===== src/rtl/pump_sched_pkg.sv =====
// Shared state, level and fault codes for the two-pump tank scheduler.
package pump_sched_pkg;

  typedef enum logic [1:0] {
    ST_OFF   = 2'b00,
    ST_LEAD  = 2'b01,
    ST_BOTH  = 2'b10,
    ST_FAULT = 2'b11
  } state_e;

  typedef enum logic [1:0] {
    LVL_LOW     = 2'b00,
    LVL_MID     = 2'b01,
    LVL_INVALID = 2'b10,
    LVL_HIGH    = 2'b11
  } level_e;

  localparam logic [1:0] FC_NONE    = 2'b00;
  localparam logic [1:0] FC_INVALID = 2'b01;
  localparam logic [1:0] FC_PUMPS   = 2'b10;
  localparam logic [1:0] FC_TIMEOUT = 2'b11;

  // Single-pump drive: hand over to the other pump only if the lead alone is faulted.
  function automatic logic [1:0] lead_drive(input logic lead, input logic [1:0] fault);
    logic [1:0] sel;
    sel = lead ? 2'b10 : 2'b01;
    if (fault == sel) sel = ~sel;
    return sel;
  endfunction

endpackage


===== src/rtl/pump_scheduler_if.sv =====
// Sensor/pump-driver bundle between the tank field wiring and the scheduler.
interface pump_scheduler_if;
  logic       enable;
  logic [1:0] level_sensors;
  logic [1:0] pump_fault;
  logic       clear_alarm;
  logic [1:0] pumps;
  logic       lead_pump;
  logic [1:0] state;
  logic       alarm;
  logic [1:0] fault_code;

  modport master (
    output enable, level_sensors, pump_fault, clear_alarm,
    input  pumps, lead_pump, state, alarm, fault_code
  );

  modport slave (
    input  enable, level_sensors, pump_fault, clear_alarm,
    output pumps, lead_pump, state, alarm, fault_code
  );
endinterface


===== src/rtl/pump_scheduler_sensor_debounce.sv =====
// One-bit debouncer: output follows raw after DEBOUNCE_CYCLES consecutive disagreeing cycles.
module sensor_debounce #(
  parameter int   DEBOUNCE_CYCLES = 16,
  parameter logic RST_VAL         = 1'b1
) (
  input  logic clk,
  input  logic rst_n,
  input  logic raw,
  output logic deb
);

  localparam int CW = (DEBOUNCE_CYCLES > 1) ? $clog2(DEBOUNCE_CYCLES) : 1;
  localparam logic [CW-1:0] LAST = CW'(DEBOUNCE_CYCLES - 1);

  logic [CW-1:0] cnt_q, cnt_d;
  logic          deb_q, deb_d;

  always_comb begin
    cnt_d = '0;
    deb_d = deb_q;
    if (raw != deb_q) begin
      if (cnt_q == LAST) deb_d = raw;
      else               cnt_d = cnt_q + 1'b1;
    end
  end

  always_ff @(posedge clk or negedge rst_n) begin
    if (!rst_n) begin
      cnt_q <= '0;
      deb_q <= RST_VAL;
    end else begin
      cnt_q <= cnt_d;
      deb_q <= deb_d;
    end
  end

  assign deb = deb_q;

endmodule


===== src/rtl/pump_scheduler.sv =====
// Two-pump tank scheduler: OFF/LEAD/BOTH sequencing with dwell, lead alternation and alarms.
// Define PUMP_SCHED_TIMEOUT_EN to build the fill counter and fill-timeout fault.
module pump_scheduler
  import pump_sched_pkg::*;
#(
  parameter int DEBOUNCE_CYCLES  = 16,
  parameter int MIN_DWELL_CYCLES = 64,
  parameter int MAX_FILL_CYCLES  = 4096
) (
  input logic            clk,
  input logic            rst_n,
  pump_scheduler_if.slave bus
);

  localparam int DW = $clog2(MIN_DWELL_CYCLES + 1);
  localparam logic [DW-1:0] DWELL_SAT = DW'(MIN_DWELL_CYCLES);

  logic       deb_i, deb_s;
  level_e     lvl;
  state_e     state_q, state_d;
  logic [DW-1:0] dwell_q, dwell_d;
  logic [1:0] pumps_q, pumps_d;
  logic [1:0] code_q, code_d;
  logic       lead_q, lead_d;
  logic       alarm_q, alarm_d;
  logic       invalid, both_flt, dwell_ok, pumping, timeout;

  sensor_debounce #(.DEBOUNCE_CYCLES(DEBOUNCE_CYCLES), .RST_VAL(1'b1)) u_deb_i (
    .clk(clk), .rst_n(rst_n), .raw(bus.level_sensors[0]), .deb(deb_i)
  );

  sensor_debounce #(.DEBOUNCE_CYCLES(DEBOUNCE_CYCLES), .RST_VAL(1'b1)) u_deb_s (
    .clk(clk), .rst_n(rst_n), .raw(bus.level_sensors[1]), .deb(deb_s)
  );

  assign lvl      = level_e'({deb_s, deb_i});
  assign invalid  = (lvl == LVL_INVALID);
  assign both_flt = (bus.pump_fault == 2'b11) && (state_q != ST_OFF);
  assign dwell_ok = (dwell_q >= DWELL_SAT);
  assign pumping  = (state_q == ST_LEAD) || (state_q == ST_BOTH);

`ifdef PUMP_SCHED_TIMEOUT_EN
  localparam int FW = $clog2(MAX_FILL_CYCLES + 1);
  localparam logic [FW-1:0] FILL_LAST = FW'(MAX_FILL_CYCLES - 1);
  logic [FW-1:0] fill_q, fill_d;

  assign timeout = pumping && (fill_q == FILL_LAST);

  always_comb begin
    fill_d = '0;
    if (pumping && bus.enable) fill_d = fill_q + 1'b1;
  end

  always_ff @(posedge clk or negedge rst_n) begin
    if (!rst_n) fill_q <= '0;
    else        fill_q <= fill_d;
  end
`else
  logic unused_max_fill;
  assign unused_max_fill = (MAX_FILL_CYCLES > 0);
  assign timeout = 1'b0;
`endif

  always_comb begin
    state_d = state_q;
    lead_d  = lead_q;
    code_d  = code_q;
    if (state_q == ST_FAULT) begin
      if (bus.clear_alarm && !invalid && !both_flt) begin
        state_d = ST_OFF;
        code_d  = FC_NONE;
      end
    end else if (invalid) begin
      state_d = ST_FAULT;
      code_d  = FC_INVALID;
    end else if (both_flt) begin
      state_d = ST_FAULT;
      code_d  = FC_PUMPS;
    end else if (timeout) begin
      state_d = ST_FAULT;
      code_d  = FC_TIMEOUT;
    end else if (!bus.enable) begin
      state_d = ST_OFF;
    end else if (dwell_ok) begin
      unique case (state_q)
        ST_OFF: begin
          if (lvl == LVL_LOW)      state_d = ST_BOTH;
          else if (lvl == LVL_MID) state_d = ST_LEAD;
        end
        ST_LEAD: begin
          if (lvl == LVL_LOW) state_d = ST_BOTH;
          else if (lvl == LVL_HIGH) begin
            state_d = ST_OFF;
            lead_d  = ~lead_q;
          end
        end
        ST_BOTH: begin
          if (lvl == LVL_MID) state_d = ST_LEAD;
          else if (lvl == LVL_HIGH) begin
            state_d = ST_OFF;
            lead_d  = ~lead_q;
          end
        end
        default: ;
      endcase
    end

    // Pump drive is derived from the next state so it lands on the same edge.
    unique case (state_d)
      ST_LEAD: pumps_d = lead_drive(lead_d, bus.pump_fault);
      ST_BOTH: pumps_d = ~bus.pump_fault;
      default: pumps_d = 2'b00;
    endcase

    alarm_d = (state_d == ST_FAULT);

    if ((state_d != state_q) || !bus.enable) dwell_d = '0;
    else if (dwell_ok)                       dwell_d = dwell_q;
    else                                     dwell_d = dwell_q + 1'b1;
  end

  always_ff @(posedge clk or negedge rst_n) begin
    if (!rst_n) begin
      state_q <= ST_OFF;
      dwell_q <= DWELL_SAT;
      pumps_q <= 2'b00;
      lead_q  <= 1'b0;
      alarm_q <= 1'b0;
      code_q  <= FC_NONE;
    end else begin
      state_q <= state_d;
      dwell_q <= dwell_d;
      pumps_q <= pumps_d;
      lead_q  <= lead_d;
      alarm_q <= alarm_d;
      code_q  <= code_d;
    end
  end

  assign bus.pumps      = pumps_q;
  assign bus.lead_pump  = lead_q;
  assign bus.state      = state_q;
  assign bus.alarm      = alarm_q;
  assign bus.fault_code = code_q;

endmodule


===== src/flat_wrapper.sv =====
// flat-port wrapper written by rule: the top's interface ports become plain ports
module pump_scheduler_flat import pump_sched_pkg::*;
#(
  parameter int DEBOUNCE_CYCLES  = 16,
  parameter int MIN_DWELL_CYCLES = 64,
  parameter int MAX_FILL_CYCLES  = 4096
)
  (clk, rst_n, bus_enable, bus_level_sensors, bus_pump_fault, bus_clear_alarm, bus_pumps, bus_lead_pump, bus_state, bus_alarm, bus_fault_code);
  pump_scheduler_if bus_i ();
  input logic clk;
  input logic rst_n;
  input wire logic [$bits(bus_i.enable)-1:0] bus_enable;
  input wire logic [$bits(bus_i.level_sensors)-1:0] bus_level_sensors;
  input wire logic [$bits(bus_i.pump_fault)-1:0] bus_pump_fault;
  input wire logic [$bits(bus_i.clear_alarm)-1:0] bus_clear_alarm;
  output wire logic [$bits(bus_i.pumps)-1:0] bus_pumps;
  output wire logic [$bits(bus_i.lead_pump)-1:0] bus_lead_pump;
  output wire logic [$bits(bus_i.state)-1:0] bus_state;
  output wire logic [$bits(bus_i.alarm)-1:0] bus_alarm;
  output wire logic [$bits(bus_i.fault_code)-1:0] bus_fault_code;
  assign bus_i.enable = bus_enable;
  assign bus_i.level_sensors = bus_level_sensors;
  assign bus_i.pump_fault = bus_pump_fault;
  assign bus_i.clear_alarm = bus_clear_alarm;
  assign bus_pumps = bus_i.pumps;
  assign bus_lead_pump = bus_i.lead_pump;
  assign bus_state = bus_i.state;
  assign bus_alarm = bus_i.alarm;
  assign bus_fault_code = bus_i.fault_code;
  pump_scheduler #(.DEBOUNCE_CYCLES(DEBOUNCE_CYCLES), .MIN_DWELL_CYCLES(MIN_DWELL_CYCLES), .MAX_FILL_CYCLES(MAX_FILL_CYCLES)) u_core (.clk(clk), .rst_n(rst_n), .bus(bus_i));
endmodule

===== config.mk =====
export PLATFORM = sky130hd
export DESIGN_NAME = pump_scheduler_flat
export DESIGN_NICKNAME = d
export VERILOG_FILES = /design/src/rtl/pump_sched_pkg.sv /design/src/rtl/pump_scheduler_if.sv /design/src/rtl/pump_scheduler_sensor_debounce.sv /design/src/rtl/pump_scheduler.sv /design/src/flat_wrapper.sv
export SDC_FILE = /design/constraint.sdc
export NUM_CORES = 1
export LEC_CHECK = 0
export CAP_MARGIN = 25
export CORE_MARGIN = 3
export CORE_UTILIZATION = 50
export DETAILED_ROUTE_END_ITERATION = 10
export HOLD_SLACK_MARGIN = 0.15
export PLACE_DENSITY_LB_ADDON = 0.2
export SLEW_MARGIN = 20
export SYNTH_ARGS = -nofsm -noshare
export SYNTH_HDL_FRONTEND = slang
export SYNTH_SLANG_ARGS = --single-unit

===== constraint.sdc =====
create_clock -name clk -period 4 [get_ports clk]
set_input_delay 1.2 -clock clk [delete_from_list [all_inputs] [get_ports clk]]
set_output_delay 1.2 -clock clk [all_outputs]
set_load 0.1 [all_outputs]

==> reports/metrics.json <==
{
  "synthesis": {
    "yosys-top-cells-area": "dfrtp_1 34%, ha_1 8.6%, dfstp_2 4.9%",
    "total_nets_after_synthesis": 178,
    "synth-main-ff-cell": "dfrtp_1",
    "synthesis.area_sq_mm": 0.00161,
    "async_flop_share_pct": 100,
    "synthDominantAreaCellType": "dfrtp_1",
    "postSynthCellCount": 159,
    "yosys_register_bits": 25,
    "most_instantiated_library_cell_after_synthesis": "dfrtp_1",
    "synth_sequential_area_ratio_pct": 39.2,
    "synth_top_cells_by_count": "22 x dfrtp_1, 11 x a21oi_1, 11 x ha_1",
    "synth-edff-count": 0,
    "synth.distinct_cells": 53,
    "syn-mean-instance-area_sq_um": 10.1,
    "yosys_warnings": 0,
    "area_fraction_of_the_dominant_cell_type_after_synthesis_pct": 34.3
  },
  "grt": {
    "grt_pass1_vias": 1258,
    "antenna_found_initial": 0,
    "grt_start_max_net_pins": 26,
    "grt_use_total_pct": 17.7,
    "grt_pass1_wl_um": 5660,
    "grt_overflow": 0
  },
  "min_path": {
    "min_path_cells": 1,
    "worst_hold_startpoint": "u_core.u_deb_s.cnt_q[0]",
    "min_delay_worst_endpoint": "u_core.u_deb_s.cnt_q[0]",
    "hold_path.class": "reg2reg"
  },
  "route": {
    "drt-wirelength-per-cell_um": 14.7,
    "detail_route.iter0.violations": 55,
    "remaining_drc_errors": 0,
    "routed_wirelength_um": 3150,
    "drt-vias-per-instance": 5.78,
    "route.vias.total": 1243,
    "detailedRoute.firstPassIterationCount": 5,
    "antenna_violating_nets_post_route": 0
  },
  "floorplanning": {
    "core_area_sq_mm": 0.00290,
    "initial_util_pct": 55.4,
    "die_area_sq_mm": 0.00393,
    "die_y_um": 62.7,
    "top_level_ports": 16,
    "row_count": 19,
    "dieWidth_um": 62.7
  },
  "setup_path": {
    "start_kind": "flip-flop",
    "crit_path_cell_trace": "clkdlybuf4s50_1",
    "r2r-end": "u_core.bus.pumps[0]",
    "rrSetupSlack_ns": 1.15,
    "worst_path_max_delay_cell": "clkdlybuf4s50_1",
    "worstRegToRegCells": 11,
    "timing.critical_path.from": "u_core.bus.lead_pump",
    "crit_buf_inv": 1,
    "critPathRequiredTime_ns": 2.80,
    "critPathKind": "reg2out",
    "r2r_start": "u_core.bus.state[0]",
    "setup.worst_path.end_class": "output pin",
    "timing.critical_path.max_delay_family": "buffers and inverters",
    "critical_path_arrival_ns": 1.91,
    "cp_slowest_stage_delay_ns": 1.15,
    "critical_path_peak_fanout": 5
  },
  "sta": {
    "tns_ns": 0,
    "clock_skew_ns": 0.00280,
    "report.final.slew_viol_count": 0,
    "layout_worst_path_cycle_share_pct": 77.7,
    "rsz0062_at_grt": "false",
    "timing.fmax_mhz": 322,
    "max_slew_margin_pct": 33.5,
    "min_period_ns": 3.11,
    "hold_viol_final": 0,
    "finalSetupViolCount": 0,
    "max_slew.worst_pin.slew_ns": 0.994
  },
  "layout": {
    "finalNonFillerCells": 215,
    "drive_gt1_share_pct": 12.1,
    "antenna_cells": 0,
    "flow.area_growth_from_synthesis_pct": 10.8,
    "nets": 193,
    "fillerInstances": 266
  },
  "clock_tree": {
    "clock_latency_reported_for_the_late_side_of_the_worst_skew_pair_ns": 0.33,
    "cts_repair_resize_count": 0,
    "tritoncts_clock_tree": "done",
    "clockRootBuffer": "clkbuf_4",
    "cts_buffer_depth": 2,
    "clock_sinks": 25,
    "cts_hold_buf": 0,
    "cts_made_buffers": 3,
    "path_clk_slew_ns": 0.14,
    "post-cts-setup-buffer-count": 0,
    "htree_num_levels": 1
  },
  "power_and_ir_drop": {
    "design_power_total_mw": 1.15,
    "power_leakage_nw": 0.727,
    "power_density_mw_per_mm2": 646,
    "max_vdd_drop_v": 0.000603
  },
  "placed_design": {
    "place.detailed.instances": 211,
    "port_buffers": 15,
    "dp_hpwl_um": 2270,
    "gpl.final_weighted_congestion": 0.866
  },
  "run_status": {
    "status": "complete, no violations"
  },
  "flow_run": {
    "max_cap_viol_count": 0
  }
}
## cells in the final DEF (no fill, tap or decap), drive strengths merged, types with 6 or more instances in the layout
cell / n
nand3: 7
clkdlybuf4s50: 13
o21ai: 7
ha: 11
a21oi: 11
xnor2: 6
inv: 9
nor3: 10
dfrtp: 22
nor2: 10
## state kept, by name, indices dropped and copies added, names as in the netlist
register	flops
u_core.dwell_q	7
u_core.u_deb_i.cnt_q	4
u_core.u_deb_s.cnt_q	4
u_core.bus.fault_code	2
u_core.bus.pumps	2
u_core.bus.state	2
u_core.bus.alarm	1
u_core.bus.lead_pump	1
u_core.u_deb_i.deb	1
u_core.u_deb_s.deb	1
## per-layer routing
metal	vias to the layer above	GRT usage, %	share of wire (%)
li1	599	-	-
met5	-	0	0
met1	597	22.2	42
met3	9	2.34	4.9
met4	0	7.44	2.3
met2	38	30.4	51
## cells by family (layout without fill, tap and decap cells)
family / after synthesis / in the layout / synth area share [%]
buffers and inverters: 15 / 29 / 5.92
adders and majority gates: 11 / 11 / 8.57
DFF: 25 / 25 / 39.2
xor gates and xnor gates: 9 / 9 / 4.91
and+or+nand+nor: 55 / 55 / 21.4
muxes: 5 / 5 / 3.27
AOI/OAI and AO/OA: 39 / 39 / 16.7
## report_power, final
| group | internal, mW | total, mW | switching [mW] |
|---|---|---|---|
| Sequential | 0.303 | 0.368 | 0.0652 |
| Clock | 0.0383 | 0.119 | 0.0811 |
| Combinational | 0.201 | 0.664 | 0.463 |
| Total | 0.542 | 1.15 | 0.609 |
## area by class of cell
| cell class | instances | area [sq um] | area share, % |
|---|---|---|---|
| inverters | 9 | 33.8 | 1.90 |
| clock inverters | 1 | 7.51 | 0.422 |
| well taps | 42 | 52.6 | 2.95 |
| multi-input cells | 119 | 882 | 49.5 |
| flip-flops and latches | 25 | 629 | 35.3 |
| repair buffers | 16 | 153 | 8.57 |
| clock buffers | 3 | 22.5 | 1.26 |
## per-stage QoR
stage	hold WS (ns)	utilization [%]	instance area [sq um]	worst slack, ns
after floorplan	0.459	-	1610	1.08
after global placement	0.477	60.4	1750	0.740
after detailed placement	0.489	60.4	1750	0.621
after CTS	0.509	61.4	1780	0.880
after global routing	0.542	61.4	1780	0.795
final	0.516	61.4	1780	0.891
## how the worst max path moves through the flow
stage / end / slack [ns] / cells after the start
floorplan: u_core.bus.pumps[0] / 1.08 / 12
global placement: u_core.bus.pumps[1] / 0.74 / 10
detailed placement: u_core.bus.pumps[1] / 0.62 / 10
CTS: bus_lead_pump / 0.88 / 1
global route: u_core.bus.pumps[1] / 0.79 / 10
finish: bus_lead_pump / 0.89 / 1
Power figures use the tool's default switching activity.
